**src/rtl/fifo_burst_reader.sv**
```systemverilog
// Drain side of a show-ahead sync FIFO: pops words into a single hold register and
// presents them as a valid/ready stream framed into bursts of up to BURST_LEN beats.

module fifo_burst_reader #(
  parameter int DATA_WIDTH = 8,
  parameter int BURST_LEN  = 16,
  parameter int TIMEOUT    = 8
) (
  input  logic                                          clk,
  input  logic                                          rst,
  input  logic [DATA_WIDTH-1:0]                         fifo_data,
  input  logic                                          fifo_empty,
  output logic                                          fifo_rd_en,
  input  logic                                          flush,
  output logic [DATA_WIDTH-1:0]                         m_data,
  output logic                                          m_valid,
  input  logic                                          m_ready,
  output logic                                          m_last,
  output logic [((BURST_LEN > 2) ? $clog2(BURST_LEN) : 1)-1:0] m_beat,
  output logic                                          busy
);

  // Stream handshake: a beat moves when m_valid && m_ready at posedge. Once m_valid
  // rises, m_data/m_last/m_beat are held stable until that beat is accepted.

  localparam int BW = (BURST_LEN > 2) ? $clog2(BURST_LEN) : 1;
  localparam int TW = $clog2(TIMEOUT + 1);
  localparam logic [BW-1:0] LAST_BEAT = BW'(BURST_LEN - 1);
  localparam logic [TW-1:0] TO_MAX    = TW'(TIMEOUT);

  // S_IDLE: hold register empty; S_WAIT: word held, framing unknown;
  // S_PRES: word presented, framing latched until accepted.
  typedef enum logic [1:0] {
    S_IDLE = 2'd0,
    S_WAIT = 2'd1,
    S_PRES = 2'd2
  } state_t;

  state_t                r_state;
  state_t                w_state_nxt;
  logic [DATA_WIDTH-1:0] r_hold;
  logic                  r_last_lat;
  logic [BW-1:0]         r_beat;
  logic [TW-1:0]         r_to_cnt;

  logic w_at_last;
  logic w_present;
  logic w_last_now;
  logic w_valid;
  logic w_last;
  logic w_xfer;
  logic w_pop;

  always_ff @(posedge clk) begin
    if (rst) begin
      r_state <= S_IDLE;
    end else begin
      r_state <= w_state_nxt;
    end
  end

  always_comb begin
    w_state_nxt = r_state;
    w_present   = 1'b0;
    w_last_now  = 1'b0;
    w_at_last   = (r_beat == LAST_BEAT);

    // Framing decision for a held word, highest priority first.
    if (r_state == S_WAIT) begin
      if (w_at_last) begin
        w_present  = 1'b1;
        w_last_now = 1'b1;
      end else if (!fifo_empty) begin
        w_present  = 1'b1;
        w_last_now = 1'b0;
      end else if ((r_to_cnt == TO_MAX) || flush) begin
        w_present  = 1'b1;
        w_last_now = 1'b1;
      end
    end

    w_valid = (r_state == S_PRES) || w_present;
    w_last  = (r_state == S_PRES) ? r_last_lat : w_last_now;
    w_xfer  = w_valid && m_ready;
    w_pop   = !rst && !fifo_empty && ((r_state == S_IDLE) || w_xfer);

    // A pop in the same cycle as a transfer reloads the hold register without a bubble.
    if (w_pop) begin
      w_state_nxt = S_WAIT;
    end else if (w_xfer) begin
      w_state_nxt = S_IDLE;
    end else if (w_present) begin
      w_state_nxt = S_PRES;
    end
  end

  always_ff @(posedge clk) begin
    if (rst) begin
      r_hold     <= '0;
      r_last_lat <= 1'b0;
      r_beat     <= '0;
      r_to_cnt   <= '0;
    end else begin
      if (w_pop) begin
        r_hold <= fifo_data;
      end
      if (w_present) begin
        r_last_lat <= w_last_now;
      end
      if (w_xfer) begin
        r_beat <= w_last ? '0 : r_beat + 1'b1;
      end
      // Idle timer saturates so a long-held word keeps the timeout condition true.
      if (w_pop) begin
        r_to_cnt <= '0;
      end else if ((r_state != S_IDLE) && !w_present && (r_to_cnt != TO_MAX)) begin
        r_to_cnt <= r_to_cnt + 1'b1;
      end
    end
  end

  assign fifo_rd_en = w_pop;
  assign m_data     = r_hold;
  assign m_valid    = w_valid;
  assign m_last     = w_last;
  assign m_beat     = r_beat;
  assign busy       = (r_state != S_IDLE);

endmodule
```
**config.mk**
```make
export PLATFORM = sky130hd
export DESIGN_NAME = fifo_burst_reader
export DESIGN_NICKNAME = d
export VERILOG_FILES = /design/src/rtl/fifo_burst_reader.sv
export SDC_FILE = /design/constraint.sdc
export NUM_CORES = 1
export LEC_CHECK = 0
export ABC_CLOCK_PERIOD_IN_PS = 2930
export BUFFER_PORTS_ARGS = -buffer_cell sky130_fd_sc_hd__buf_2
export CORE_ASPECT_RATIO = 1.25
export CORE_UTILIZATION = 45
export CTS_CLUSTER_SIZE = 30
export DETAILED_ROUTE_END_ITERATION = 12
export PLACE_DENSITY = 0.8
export SLEW_MARGIN = 20
export SYNTH_ARGS = -nofsm -noshare
export SYNTH_HDL_FRONTEND = slang
export SYNTH_SLANG_ARGS = --single-unit
export TNS_END_PERCENT = 100
```
**constraint.sdc**
```tcl
create_clock -name clk -period 2.93 [get_ports clk]
set_input_delay 0.1465 -clock clk [delete_from_list [all_inputs] [get_ports clk]]
set_output_delay 0.1465 -clock clk [all_outputs]
set_load 0.05 [all_outputs]
```
After elaboration in Yosys (flattened, before gate mapping)
Index checks and enable logic that the tools add are counted.
- add/sub/neg operators: 2
- eq/ne operators: 5
- muxes and demuxes: 12
- reductions and logical operators: 16
- operator list (operator ; count):
    2-to-1 mux 1 bit ; 11
    adder 4 x 1 -> 4 bit (second input constant) ; 2
    == test 4 bit (second input constant) ; 2
    logical AND 1 bit ; 5
    2-to-1 mux 4 bit ; 1
    inequality test 4 bit (second input constant) ; 1
    logical NOT 1 bit ; 3
    logical OR 1 bit ; 3
    nonzero test 3 bit ; 1
    OR reduction 3 bit ; 1
    == test 2 x 1 -> 1 bit (second input constant) ; 1
    == test 2 bit (second input constant) ; 1
    logical NOT 2 bit ; 1
    nonzero test 2 bit ; 1
    OR reduction 2 bit ; 1
- bits in registers: 19
- input port bits: 13
- output and inout bits: 16
- logic and storage cells: 41

Longest topological paths before layout
- word-level depth: 11
- mapped depth: 8
- depth with buffers taken out: 8

Least setup slack after synthesis
No wires, ideal clock.
- path kind: register to register
- start point: reg r_beat[0] (netlist: m_beat[0])
- end point: reg r_beat[3] (netlist: m_beat[3])
- arrival time: 2.063 ns
- slack: 0.797 ns
- cell stages (with the launch flop): 7
- path buffers: 0
- cell sequence: dfxtp_1 ha_1 nand3_2 a41oi_2 o21ai_1 or4_1 a21oi_1
- longest elaborated chain between the ends: 5
- elaborated cells on any way between the ends: 10
- classes of those cells: 1 x add/sub; 1 x eq/ne; 6 x mux; 2 x reduce/logical
- ends and longest elaborated chain (item ; line ; RTL):
    from (decl) ; 43 ; logic [BW-1:0] r_beat;
    from (signal assigned) ; 111 ; r_beat <= w_last ? '0 : r_beat + 1'b1;
    == test 4 bit ; 66 ; w_at_last = (r_beat == LAST_BEAT);
    2-to-1 mux 1 bit ; 70 ; if (w_at_last) begin
    2-to-1 mux 1 bit ; 69 ; if (r_state == S_WAIT) begin
    2-to-1 mux 1 bit or logical OR 1 bit (tied branches) ; 83, 82 ;
    2-to-1 mux 4 bit or logical AND 1 bit (tied branches) ; 111, 84 ;
Parallel ways exist; a longest one is shown, timed or not.
A chain may end at the register's enable or synchronous reset.

Worst setup path in the final report
- start point: reg r_to_cnt[0]
- end point: out m_last
- longest elaborated chain between the ends: 7
- ends and longest elaborated chain (item ; line ; RTL):
    from (decl) ; 44 ; logic [TW-1:0] r_to_cnt;
    from (signal assigned) ; 117 ; r_to_cnt <= r_to_cnt + 1'b1;
    == test 4 bit ; 76 ; end else if ((r_to_cnt == TO_MAX) || flush) begin
    logical OR 1 bit ; 76 ;
    2-to-1 mux 1 bit ; 76 ;
    2-to-1 mux 1 bit ; 73 ; end else if (!fifo_empty) begin
    2-to-1 mux 1 bit ; 70 ;
    2-to-1 mux 1 bit ; 69 ;
    2-to-1 mux 1 bit ; 83 ; w_last = (r_state == S_PRES) ? r_last_lat : w_last_now;
    to (decl) ; 18 ; output logic m_last,
No other way between the ends.

==> reports/results.txt <==
# fillers -> 177
H-tree level count -> 1
Max-slew headroom -> 0.755
CP Buf/Inv Count -> 3
Sink Count -> 19
total grt overflow -> 0
DP Area -> 0.00110 mm2
Final Cell Area -> 0.00113 mm2
Routed WL per cell -> 11.4 um
Via Count -> 808
Routed Antenna Nets -> 0
worst r2r path cells -> 6
drt first-iter violations -> 16
Setup CP Type -> register to output port
Initial Util -> 0.479
Static Leak -> 0.505 nW
Die X -> 43.1 um
post-synth top area share -> 0.401
IO Pins -> 29
status -> complete, no violations
global-route wire length before repair -> 2890 um
Hold Slack -> 0.0833 ns
area leader, netlist -> dfxtp_1
Rows -> 18
Placer Congestion -> 0.826
# diodes -> 0
initial antenna violation count -> 0
setup bufs post-CTS -> 0
post-synth net total -> 122
Finished Layout Cells -> 155
Pre-antenna DRT Iters -> 4
Critical-path top delay cell -> a211oi_1
Req. time, crit path -> 2.78 ns
fin crit share -> 0.691
final setup margin -> 0.905 ns
Tot Pwr -> 0.526 mW
crit-path leading delay family -> buffers and inverters
Syn Area/Cell -> 8.96 um2
Syn Inst Count -> 106
post-place setup slack -> 1.06 ns
fin crit period -> 2.02 ns
register area -> 380 um2
FF+latch count, synth -> 19
synth unique cells -> 37
Mapped Area -> 950 um2
Routed Wire Length -> 1770 um
Crit. End Element -> output port
CP startpoint kind -> register
synth top area cells -> dfxtp_1 40%, mux2i_1 8.4%, nor2_1 7.1%
Final Max Tran Viols -> 0
Post-Place Cells -> 151
Clock Tree Buf Depth -> 2
CTS resizes -> 0
DR DRC count -> 0
clock skew -> 0.00427 ns
worst-margin pin slew -> 0.365 ns
core area -> 0.00198 mm2
hold path cells -> 3
synth cell count leaders -> 19 x dfxtp_1, 18 x nor2_1, 8 x mux2i_1
pin count of the biggest net entering global routing -> 18
hold_buf cts -> 0
Die ar. -> 0.00230 mm2
TNS Setup -> 0 ns
Layout Utilization -> 0.570
slowest stage delay, CP -> 0.38 ns
Max Fclk -> 494 MHz
max-capacitance violation count -> 0
CTS Buf Count -> 3
CP max FO -> 5
clock root cell -> clkbuf_4
IO buf count -> 28
Hold WC Path Type -> input port to register
clk slew on worst S/H paths -> 0.10 ns
Die H -> 53.4 um
final setup violation count -> 0
count leader, synth -> dfxtp_1
Clock Latency Late Sink -> 0.29 ns
TritonCTS clock tree -> built
share of cells above drive strength 1 -> 0.319
top_reg_cell synth -> dfxtp_1
Post-synth EDFFs -> 0
Post-synth ARST share -> 0
PD cells -> 466 mW/mm2
Peak VDD IR -> 0.000343 V
Final Hold Viols -> 0
Synth warnings -> 0
hpwl dp -> 1330 um
data arrival time of the worst path -> 1.88 ns
RSZ-0062 raised after global routing -> no
Total Nets Final -> 152
GRT Total Usage -> 0.162
Crit. path cell count -> 7
Area growth syn-to-layout -> 19.0%
post-synthesis sequential area ratio -> 0.401
via count of the first global-routing pass -> 727
CP cell instances -> inv_1, ha_1, nand3b_4, a211oi_1, nor2_2, inv_2, buf_2
area of the multi-input gates -> 532 um2
Vias/cell -> 5.21
[power breakdown]
part	switching, mW	internal, mW	total (mW)
clock	0.0761	0.0529	0.129
sequential	0.00948	0.270	0.279
combinational	0.0809	0.0371	0.118
[final timing paths]
kind                     start   endpoint  slack, ns
hold / removal    fifo_data[4]  m_data[4]       0.08
setup / recovery   r_to_cnt[0]     m_last       0.91
hold reg to reg      m_beat[0]  m_beat[0]       0.50
setup reg to reg     m_beat[1]  m_beat[3]       1.03
[cell usage in the layout, fill, tap and decap left out, drive strengths merged, types with 2 or more instances in the layout]
| cell type | netlist | routed |
|---|---|---|
| dfxtp | 19 | 19 |
| mux2i | 8 | 8 |
| a41oi | 2 | 2 |
| nand3 | 4 | 4 |
| nor2 | 20 | 20 |
| nor3 | 2 | 2 |
| clkbuf | 3 | 4 |
| or2 | 3 | 3 |
| o21ai | 4 | 4 |
| nand2 | 6 | 6 |
| a21oi | 6 | 6 |
| ha | 3 | 3 |
| buf | 0 | 28 |
| inv | 7 | 7 |
| xnor2 | 3 | 3 |
[worst register-to-register path, cell delays in order, from the launching register on]
cell     delay [ns]
dfxtp_1        0.40
ha_1           0.23
nand3_2        0.16
a41oi_2        0.26
o21ai_1        0.17
or4_1          0.49
a21oi_1        0.14
[registers in the layout, indices dropped and copies added, names as in the netlist]
signal / count
m_beat: 4
m_data: 8
r_last_lat: 1
r_state: 2
r_to_cnt: 4
[area by class of cell]
| type | instances | area share |
|---|---|---|
| clock buffer | 4 | 0.0233 |
| inverter | 7 | 0.0233 |
| multi-input combinational | 77 | 0.471 |
| sequential | 19 | 0.337 |
| tap | 20 | 0.0221 |
| timing repair buffer | 28 | 0.124 |
[metal layers]
layer | GRT usage | routed length (um) | up-vias
met5 | 0 | 0 | -
met4 | 0.0606 | 12 | 0
met3 | 0.0239 | 90 | 2
met2 | 0.289 | 827 | 27
met1 | 0.193 | 837 | 356
li1 | - | - | 423
[cell families after synthesis]
kind of cell,after synthesis,synth area share
mux,8,0.0843
flops,19,0.401
xor+xnor,3,0.0277
compound gates,19,0.142
fa+ha+maj,4,0.0501
simple gates,43,0.256
buf+inv,10,0.0395
Power figures use the tool's default switching activity.
